==> config.mk <==
export PLATFORM = sky130hd
export DESIGN_NAME = udp_fragment_dispatcher_flat
export DESIGN_NICKNAME = d
export VERILOG_FILES = /design/src/rtl/udp_fragment_dispatcher_if.sv /design/src/rtl/udp_fragment_dispatcher.sv /design/src/flat_wrapper.sv
export SDC_FILE = /design/constraint.sdc
export NUM_CORES = 1
export LEC_CHECK = 0
export ABC_AREA = 1
export BUFFER_PORTS_ARGS = -buffer_cell sky130_fd_sc_hd__buf_2
export CAP_MARGIN = 20
export CORE_ASPECT_RATIO = 1.25
export CORE_MARGIN = 3
export CORE_UTILIZATION = 46
export CTS_CLUSTER_SIZE = 10
export DETAILED_ROUTE_END_ITERATION = 10
export GPL_ROUTABILITY_DRIVEN = 0
export PLACE_DENSITY = 0.85
export SETUP_SLACK_MARGIN = 0.15
export SYNTH_ARGS = -nofsm -noshare
export SYNTH_HDL_FRONTEND = slang
export SYNTH_SLANG_ARGS = --single-unit
export TNS_END_PERCENT = 5
==> constraint.sdc <==
create_clock -name clock -period 4.5 [get_ports clock]
set_input_delay 0.675 -clock clock [delete_from_list [all_inputs] [get_ports clock]]
set_output_delay 0.675 -clock clock [all_outputs]
set_load 0.01 [all_outputs]
==> src/rtl/udp_fragment_dispatcher_if.sv <==
// Receive-queue and reassembly-slot bus of the UDP fragment dispatcher.
// The master side feeds queue headers/beats and slot status; the slave side is the dispatcher.
interface udp_fragment_dispatcher_if #(
    parameter int RECEIVE_QUE_SLOTS = 4,
    parameter int FRAGMENT_SLOTS    = 4,
    parameter int DATA_WIDTH        = 8
);
    logic [RECEIVE_QUE_SLOTS-1:0]                 rx_request;
    logic [RECEIVE_QUE_SLOTS-1:0][15:0]           rx_ipv4_identification;
    logic [RECEIVE_QUE_SLOTS-1:0][15:0]           rx_ipv4_flags;
    logic [RECEIVE_QUE_SLOTS-1:0][DATA_WIDTH-1:0] rx_data;
    logic [RECEIVE_QUE_SLOTS-1:0]                 rx_data_valid;
    logic [RECEIVE_QUE_SLOTS-1:0]                 rx_data_last;
    logic [RECEIVE_QUE_SLOTS-1:0]                 rx_data_ready;

    logic [FRAGMENT_SLOTS-1:0]                    fragment_slot_empty;
    logic [FRAGMENT_SLOTS-1:0][15:0]              fragment_slot_packet_id;
    logic [FRAGMENT_SLOTS-1:0]                    fragment_slot_ready;

    logic [DATA_WIDTH-1:0]                        push_data;
    logic [FRAGMENT_SLOTS-1:0]                    push_data_valid;
    logic [FRAGMENT_SLOTS-1:0]                    push_data_first;
    logic [FRAGMENT_SLOTS-1:0]                    push_data_last;
    logic [FRAGMENT_SLOTS-1:0]                    push_data_abort;

    modport master (
        output rx_request, rx_ipv4_identification, rx_ipv4_flags,
               rx_data, rx_data_valid, rx_data_last,
               fragment_slot_empty, fragment_slot_packet_id, fragment_slot_ready,
        input  rx_data_ready, push_data, push_data_valid, push_data_first,
               push_data_last, push_data_abort
    );

    modport slave (
        input  rx_request, rx_ipv4_identification, rx_ipv4_flags,
               rx_data, rx_data_valid, rx_data_last,
               fragment_slot_empty, fragment_slot_packet_id, fragment_slot_ready,
        output rx_data_ready, push_data, push_data_valid, push_data_first,
               push_data_last, push_data_abort
    );
endinterface

==> src/rtl/udp_fragment_dispatcher.sv <==
// Round-robin receive-queue front end binding IPv4 fragments to reassembly slots.
//   state    | meaning
//   S_IDLE   | scan queues round-robin from pointer+1, latch header of the winner
//   S_LOOKUP | pick a free slot (offset 0) or the slot owning the packet ID
//   S_STREAM | forward beats into the bound slot, watch the idle timer
//   S_DRAIN  | swallow beats of an unplaceable or timed-out fragment
module udp_fragment_dispatcher #(
    parameter int RECEIVE_QUE_SLOTS = 4,
    parameter int FRAGMENT_SLOTS    = 4,
    parameter int DATA_WIDTH        = 8,
    parameter int TIMEOUT_LIMIT     = 255
) (
    input  logic                     clock,
    input  logic                     reset,
    udp_fragment_dispatcher_if.slave bus,
    output logic [15:0]              packet_id,
    output logic [15:0]              drop_count,
    output logic                     busy
);
    localparam int QW = (RECEIVE_QUE_SLOTS > 1) ? $clog2(RECEIVE_QUE_SLOTS) : 1;
    localparam int FW = (FRAGMENT_SLOTS > 1) ? $clog2(FRAGMENT_SLOTS) : 1;
    localparam int TW = $clog2(TIMEOUT_LIMIT + 1);
    localparam logic [QW-1:0] Q_LAST   = QW'(RECEIVE_QUE_SLOTS - 1);
    localparam logic [TW-1:0] T_RELOAD = TW'(TIMEOUT_LIMIT);

    typedef enum logic [1:0] {S_IDLE, S_LOOKUP, S_STREAM, S_DRAIN} state_t;

    state_t                    state, state_next;
    logic [QW-1:0]             rr_ptr, cur_q, scan_q, scan_idx;
    logic                      scan_hit;
    logic [FW-1:0]             cur_slot, lookup_slot;
    logic                      lookup_hit;
    logic                      cur_mf;
    logic [12:0]               cur_offset;
    logic                      first_pending;
    logic [TW-1:0]             timer;
    logic                      beat_valid, beat_last, cur_slot_ready;
    logic                      xfer, timed_out;
    logic [FRAGMENT_SLOTS-1:0] slot_onehot;

    assign beat_valid     = bus.rx_data_valid[cur_q];
    assign beat_last      = bus.rx_data_last[cur_q];
    assign cur_slot_ready = bus.fragment_slot_ready[cur_slot];
    assign slot_onehot    = FRAGMENT_SLOTS'(1) << cur_slot;
    assign busy           = (state != S_IDLE);

    // Queue nearest after the pointer wins; the pointer itself is visited last.
    always_comb begin
        scan_hit = 1'b0;
        scan_q   = '0;
        scan_idx = rr_ptr;
        for (int d = 0; d < RECEIVE_QUE_SLOTS; d++) begin
            scan_idx = (scan_idx == Q_LAST) ? '0 : scan_idx + 1'b1;
            if (!scan_hit && bus.rx_request[scan_idx]) begin
                scan_hit = 1'b1;
                scan_q   = scan_idx;
            end
        end
    end

    always_comb begin
        lookup_hit  = 1'b0;
        lookup_slot = '0;
        for (int f = 0; f < FRAGMENT_SLOTS; f++) begin
            if (!lookup_hit) begin
                if (cur_offset == 13'd0 ? bus.fragment_slot_empty[f]
                    : (!bus.fragment_slot_empty[f] &&
                       bus.fragment_slot_packet_id[f] == packet_id)) begin
                    lookup_hit  = 1'b1;
                    lookup_slot = FW'(f);
                end
            end
        end
    end

    always_ff @(posedge clock or posedge reset) begin
        if (reset) state <= S_IDLE;
        else       state <= state_next;
    end

    // A transfer on the cycle the timer expires wins over the abort.
    always_comb begin
        state_next        = state;
        bus.rx_data_ready = '0;
        xfer              = 1'b0;
        timed_out         = 1'b0;
        case (state)
            S_IDLE: begin
                if (scan_hit) state_next = S_LOOKUP;
            end
            S_LOOKUP: begin
                state_next = lookup_hit ? S_STREAM : S_DRAIN;
            end
            S_STREAM: begin
                bus.rx_data_ready[cur_q] = cur_slot_ready;
                xfer = beat_valid && cur_slot_ready;
                if (xfer && beat_last) begin
                    state_next = S_IDLE;
                end else if (!xfer && timer == '0) begin
                    timed_out  = 1'b1;
                    state_next = S_DRAIN;
                end
            end
            S_DRAIN: begin
                bus.rx_data_ready[cur_q] = 1'b1;
                xfer = beat_valid;
                if (xfer && beat_last) state_next = S_IDLE;
            end
            default: state_next = S_IDLE;
        endcase
    end

    always_ff @(posedge clock or posedge reset) begin
        if (reset) begin
            rr_ptr              <= '0;
            cur_q               <= '0;
            cur_slot            <= '0;
            cur_mf              <= 1'b0;
            cur_offset          <= '0;
            packet_id           <= '0;
            first_pending       <= 1'b0;
            timer               <= '0;
            drop_count          <= '0;
            bus.push_data       <= '0;
            bus.push_data_valid <= '0;
            bus.push_data_first <= '0;
            bus.push_data_last  <= '0;
            bus.push_data_abort <= '0;
        end else begin
            bus.push_data_valid <= '0;
            bus.push_data_first <= '0;
            bus.push_data_last  <= '0;
            bus.push_data_abort <= '0;
            case (state)
                S_IDLE: begin
                    if (scan_hit) begin
                        cur_q      <= scan_q;
                        packet_id  <= bus.rx_ipv4_identification[scan_q];
                        cur_mf     <= bus.rx_ipv4_flags[scan_q][13];
                        cur_offset <= bus.rx_ipv4_flags[scan_q][12:0];
                    end
                end
                S_LOOKUP: begin
                    cur_slot      <= lookup_slot;
                    first_pending <= 1'b1;
                    timer         <= T_RELOAD;
                    if (!lookup_hit && drop_count != 16'hFFFF)
                        drop_count <= drop_count + 1'b1;
                end
                S_STREAM: begin
                    if (xfer) begin
                        timer               <= T_RELOAD;
                        first_pending       <= 1'b0;
                        bus.push_data       <= bus.rx_data[cur_q];
                        bus.push_data_valid <= slot_onehot;
                        bus.push_data_first <= (first_pending && cur_offset == 13'd0)
                                               ? slot_onehot : '0;
                        bus.push_data_last  <= (beat_last && !cur_mf) ? slot_onehot : '0;
                    end else if (timed_out) begin
                        bus.push_data_abort <= slot_onehot;
                        if (drop_count != 16'hFFFF)
                            drop_count <= drop_count + 1'b1;
                    end else begin
                        timer <= timer - 1'b1;
                    end
                end
                default: ;
            endcase
            if (xfer && beat_last) rr_ptr <= cur_q;
        end
    end
endmodule
==> src/flat_wrapper.sv <==
// flat-port wrapper written by rule: the top's interface ports become plain ports
module udp_fragment_dispatcher_flat 
#(
    parameter int RECEIVE_QUE_SLOTS = 4,
    parameter int FRAGMENT_SLOTS    = 4,
    parameter int DATA_WIDTH        = 8,
    parameter int TIMEOUT_LIMIT     = 255
)
  (clock, reset, packet_id, drop_count, busy, bus_rx_request, bus_rx_ipv4_identification, bus_rx_ipv4_flags, bus_rx_data, bus_rx_data_valid, bus_rx_data_last, bus_fragment_slot_empty, bus_fragment_slot_packet_id, bus_fragment_slot_ready, bus_rx_data_ready, bus_push_data, bus_push_data_valid, bus_push_data_first, bus_push_data_last, bus_push_data_abort);
  udp_fragment_dispatcher_if #(.RECEIVE_QUE_SLOTS(RECEIVE_QUE_SLOTS), .FRAGMENT_SLOTS(FRAGMENT_SLOTS), .DATA_WIDTH(DATA_WIDTH)) bus_i ();
  input  logic clock;
  input  logic reset;
  output logic [15:0] packet_id;
  output logic [15:0] drop_count;
  output logic busy;
  input wire logic [$bits(bus_i.rx_request)-1:0] bus_rx_request;
  input wire logic [$bits(bus_i.rx_ipv4_identification)-1:0] bus_rx_ipv4_identification;
  input wire logic [$bits(bus_i.rx_ipv4_flags)-1:0] bus_rx_ipv4_flags;
  input wire logic [$bits(bus_i.rx_data)-1:0] bus_rx_data;
  input wire logic [$bits(bus_i.rx_data_valid)-1:0] bus_rx_data_valid;
  input wire logic [$bits(bus_i.rx_data_last)-1:0] bus_rx_data_last;
  input wire logic [$bits(bus_i.fragment_slot_empty)-1:0] bus_fragment_slot_empty;
  input wire logic [$bits(bus_i.fragment_slot_packet_id)-1:0] bus_fragment_slot_packet_id;
  input wire logic [$bits(bus_i.fragment_slot_ready)-1:0] bus_fragment_slot_ready;
  output wire logic [$bits(bus_i.rx_data_ready)-1:0] bus_rx_data_ready;
  output wire logic [$bits(bus_i.push_data)-1:0] bus_push_data;
  output wire logic [$bits(bus_i.push_data_valid)-1:0] bus_push_data_valid;
  output wire logic [$bits(bus_i.push_data_first)-1:0] bus_push_data_first;
  output wire logic [$bits(bus_i.push_data_last)-1:0] bus_push_data_last;
  output wire logic [$bits(bus_i.push_data_abort)-1:0] bus_push_data_abort;
  assign bus_i.rx_request = bus_rx_request;
  assign bus_i.rx_ipv4_identification = bus_rx_ipv4_identification;
  assign bus_i.rx_ipv4_flags = bus_rx_ipv4_flags;
  assign bus_i.rx_data = bus_rx_data;
  assign bus_i.rx_data_valid = bus_rx_data_valid;
  assign bus_i.rx_data_last = bus_rx_data_last;
  assign bus_i.fragment_slot_empty = bus_fragment_slot_empty;
  assign bus_i.fragment_slot_packet_id = bus_fragment_slot_packet_id;
  assign bus_i.fragment_slot_ready = bus_fragment_slot_ready;
  assign bus_rx_data_ready = bus_i.rx_data_ready;
  assign bus_push_data = bus_i.push_data;
  assign bus_push_data_valid = bus_i.push_data_valid;
  assign bus_push_data_first = bus_i.push_data_first;
  assign bus_push_data_last = bus_i.push_data_last;
  assign bus_push_data_abort = bus_i.push_data_abort;
  udp_fragment_dispatcher #(.RECEIVE_QUE_SLOTS(RECEIVE_QUE_SLOTS), .FRAGMENT_SLOTS(FRAGMENT_SLOTS), .DATA_WIDTH(DATA_WIDTH), .TIMEOUT_LIMIT(TIMEOUT_LIMIT)) u_core (.clock(clock), .reset(reset), .bus(bus_i), .packet_id(packet_id), .drop_count(drop_count), .busy(busy));
endmodule
==> flow_summary.ini <==
[status]
status = completed

[floorplanning]
die_y_um = 143
die_area_um2 = 16600
rows = 49
die_w_um = 116
num_io_pins = 307
initial_core_util = 0.476
core_um2 = 14600

[logic_synthesis]
synthDistinctLibCells = 44
synthesis.nets = 1389
ys_warn_count = 0
synth_seq_cells = 87
syn_inst = 1136
ys_seq_area_frac = 0.314
avgSynthCellArea_um2 = 6.11
syn_area_um2 = 6940

[layout]
final_common_cell = nand2_1
fin_util = 0.598
nets = 1663
drive_above_1_share = 0.247
fillers = 1428
final_cell_count_no_fill = 1595
area_delta_synth_final_pct = 25.8
most-common-layout-cells = nand2_1, buf_2, inv_1, nand3_1, dfrtp_1

[sta]
slew_viol_final = 0
holdWs_ns = 0.466
period_minus_slack_ns = 3.49
finalCritPeriodShare = 0.776
setup_viol = 0
grt_setup_unrepaired = no
max_freq_mhz = 287
skew_ns = 0.00721
relSlewSlack = 0.452
hold_viol = 0
worstMarginPinSlew_ns = 0.821
tns_ns = 0

[setup_path]
crit_path_max_fanout = 62
crit_top_cell = nand2_1
cp.depth = 14
endpoint = u_core.packet_id[5]
r2r-start = u_core.rr_ptr[0]
cp_data_arrival_time_ns = 3.70
r2r_slack_ns = 1.01
cp_top_family = simple AND/OR/NAND/NOR gates
worst_r2r_endpoint = u_core.packet_id[5]
worstSetupPathType = register to register
cp_cell_sequence = ha_1, inv_2, nand2_1, nand2_2, nand2_1, nand2_2, nand3_1, nand3_2, nand2_4, inv_4, nand2_1, nand2_1, nand2_1, nand3_1
critPathSlowestCell = nand2_4
required_ns = 4.71
startpoint_type = register
end_kind = register
worst-r2r-cell-count = 14
slowest_delay_ns = 0.70
crit_start = u_core.rr_ptr[0]
path_buf_inv = 2

[cts]
cts-root-buf = clkbuf_16
cts_inserted_buffers = 9
cts_num_sinks = 87
cts_resized = 0
cts_tree = built
path_clk_slew_ns = 0.07
clk_latency_ns = 0.34
clock_tree.buffer_depth = 2
cts_hold_buf = 0
post_cts_buffers = 0
htree_levels = 3

[power_and_ir_drop]
p_total_mw = 6.05
ir_worst_vdd_mv = 0.636
p_int_mw = 2.75
switching_share = 0.545
switchingPower_mw = 3.30
clockPowerShare = 0.125
power_density_nw_per_um2 = 693
p_comb_frac = 0.643
p_leak_nw = 5.19
p_seq_frac = 0.231

[routing]
avgViaCountPerCell = 5.05
wirelength_um = 22900
first_iter_violations = 645
ant_nets = 0
wl_per_cell_um = 14.4
first_pass_iters = 5
vias = 8051
drc = 0

[global_routing]
antenna_found_initial = 3
grt_first_pass_wirelength_um = 34400
overflow = 0
first_global_vias = 7252
grt_start_max_net_pins = 63
grt_usage = 0.263

[place]
portBuffers = 298
placedCellCount = 1577
place_hpwl_um = 18400

[min_path]
hold_class = primary input to asynchronous set/reset pin

[job]
cap_violations = 0
power by group through the flow:
stage	clock network (mW)	registers, mW	logic [mW]
6_report	0.758	1.40	3.89
5_1_grt	0.800	1.42	4.42
4_1_cts	0.764	1.39	3.89
3_5_place_dp	0	1.40	3.87
3_3_place_gp	0	1.38	3.80
2_1_floorplan	0	1.30	3.24
per-layer routing:
metal / global-route usage / up-vias / wire length, um / part of all wire
met5: 0 / - / 34 / 0.0015
met4: 0.0800 / 4 / 568 / 0.025
met3: 0.0527 / 43 / 1770 / 0.077
met2: 0.477 / 353 / 11500 / 0.50
met1: 0.309 / 3563 / 9100 / 0.40
li1: - / 4088 / - / -
logic make-up (layout without fill, tap and decap cells):
group,count (synthesis),in the layout,share of synthesized area
AND/OR/NAND/NOR,764,764,0.473
XOR/XNOR,11,11,0.0139
adder cells (fa/ha/maj),7,7,0.0126
buffers and inverters,197,476,0.122
AO/OA/AOI/OAI,70,70,0.0644
flip-flops,87,87,0.314
other,0,2,0
final cells by class:
cell class / instances / area [um2] / share of cell area
well taps: 178 / 223 / 0.0255
clock buffers: 9 / 225 / 0.0258
multi-input cells: 852 / 3910 / 0.448
inverters: 160 / 607 / 0.0695
flip-flops and latches: 87 / 2180 / 0.249
diodes: 2 / 5.00 / 0.000573
clock inverters: 7 / 71.3 / 0.00817
repair buffers: 300 / 1510 / 0.173
worst min-delay path by stage:
stage	to	cells after the start
after detailed placement	u_core.cur_offset[11]	2
after floorplan	u_core.cur_mf	2
after global placement	u_core.cur_offset[6]	2
after global routing	u_core.bus.push_data[3]	2
after CTS	u_core.bus.push_data[6]	2
final	u_core.bus.push_data[3]	2
state kept, by name, summed over array words and instances, names as in the netlist:
name and cells:
u_core.state 2, u_core.timer 8, u_core.packet_id 16, u_core.cur_slot 2, u_core.bus.push_data_last 4, u_core.cur_offset 13, u_core.cur_mf 1, u_core.rr_ptr 2
u_core.bus.push_data_first 4, u_core.bus.push_data 8, u_core.bus.push_data_abort 4, u_core.bus.push_data_valid 4, u_core.first_pending 1, u_core.drop_count 16, u_core.cur_q 2
cell usage after synthesis:
cell	instances	area [um2]
buf_6	8	90.1
nand2_2	8	50.1
xnor2_1	6	52.6
nand4_4	1	21.3
nor2_4	5	56.3
inv_1	155	582
o31ai_1	1	7.51
o21ai_1	8	40.0
nor2_2	2	12.5
a21oi_4	2	32.5
dfrtp_1	87	2180
nor3_1	21	105
o211ai_1	1	7.51
o22ai_1	1	6.26
a22oi_1	8	60.1
nor4_1	1	6.26
xor2_1	5	43.8
a41oi_1	8	70.1
ha_1	7	87.6
nand4_1	19	119
a21oi_1	5	25.0
nand3b_1	15	113
nand2_4	3	33.8
nor3b_1	1	7.51
a21o_1	1	7.51
clkbuf_1	8	30.0
inv_2	3	11.3
buf_1	1	3.75
or2_2	2	12.5
nand3_2	1	10.0
or2_1	1	6.26
nor2_1	78	293
nand2_1	492	1850
buf_2	12	60.1
inv_4	2	12.5
o21ai_2	1	8.76
nand3_1	112	561
o21ai_0	29	145
nand4_2	1	12.5
a22o_1	1	8.76
buf_4	8	60.1
a31oi_1	3	18.8
o2111ai_1	1	8.76
nor3_4	1	16.3
metrics by stage:
| step | worst slack, ns | area [um2] |
|---|---|---|
| 4_1_cts | 1.05 | 8720 |
| 3_5_place_dp | 1.08 | 8430 |
| 6_report | 1.01 | 8730 |
| 5_1_grt | 0.722 | 8720 |
| 3_3_place_gp | 1.13 | 8430 |
| 2_1_floorplan | 1.57 | 6940 |
Note: power is estimated with default switching activity, not from simulation.
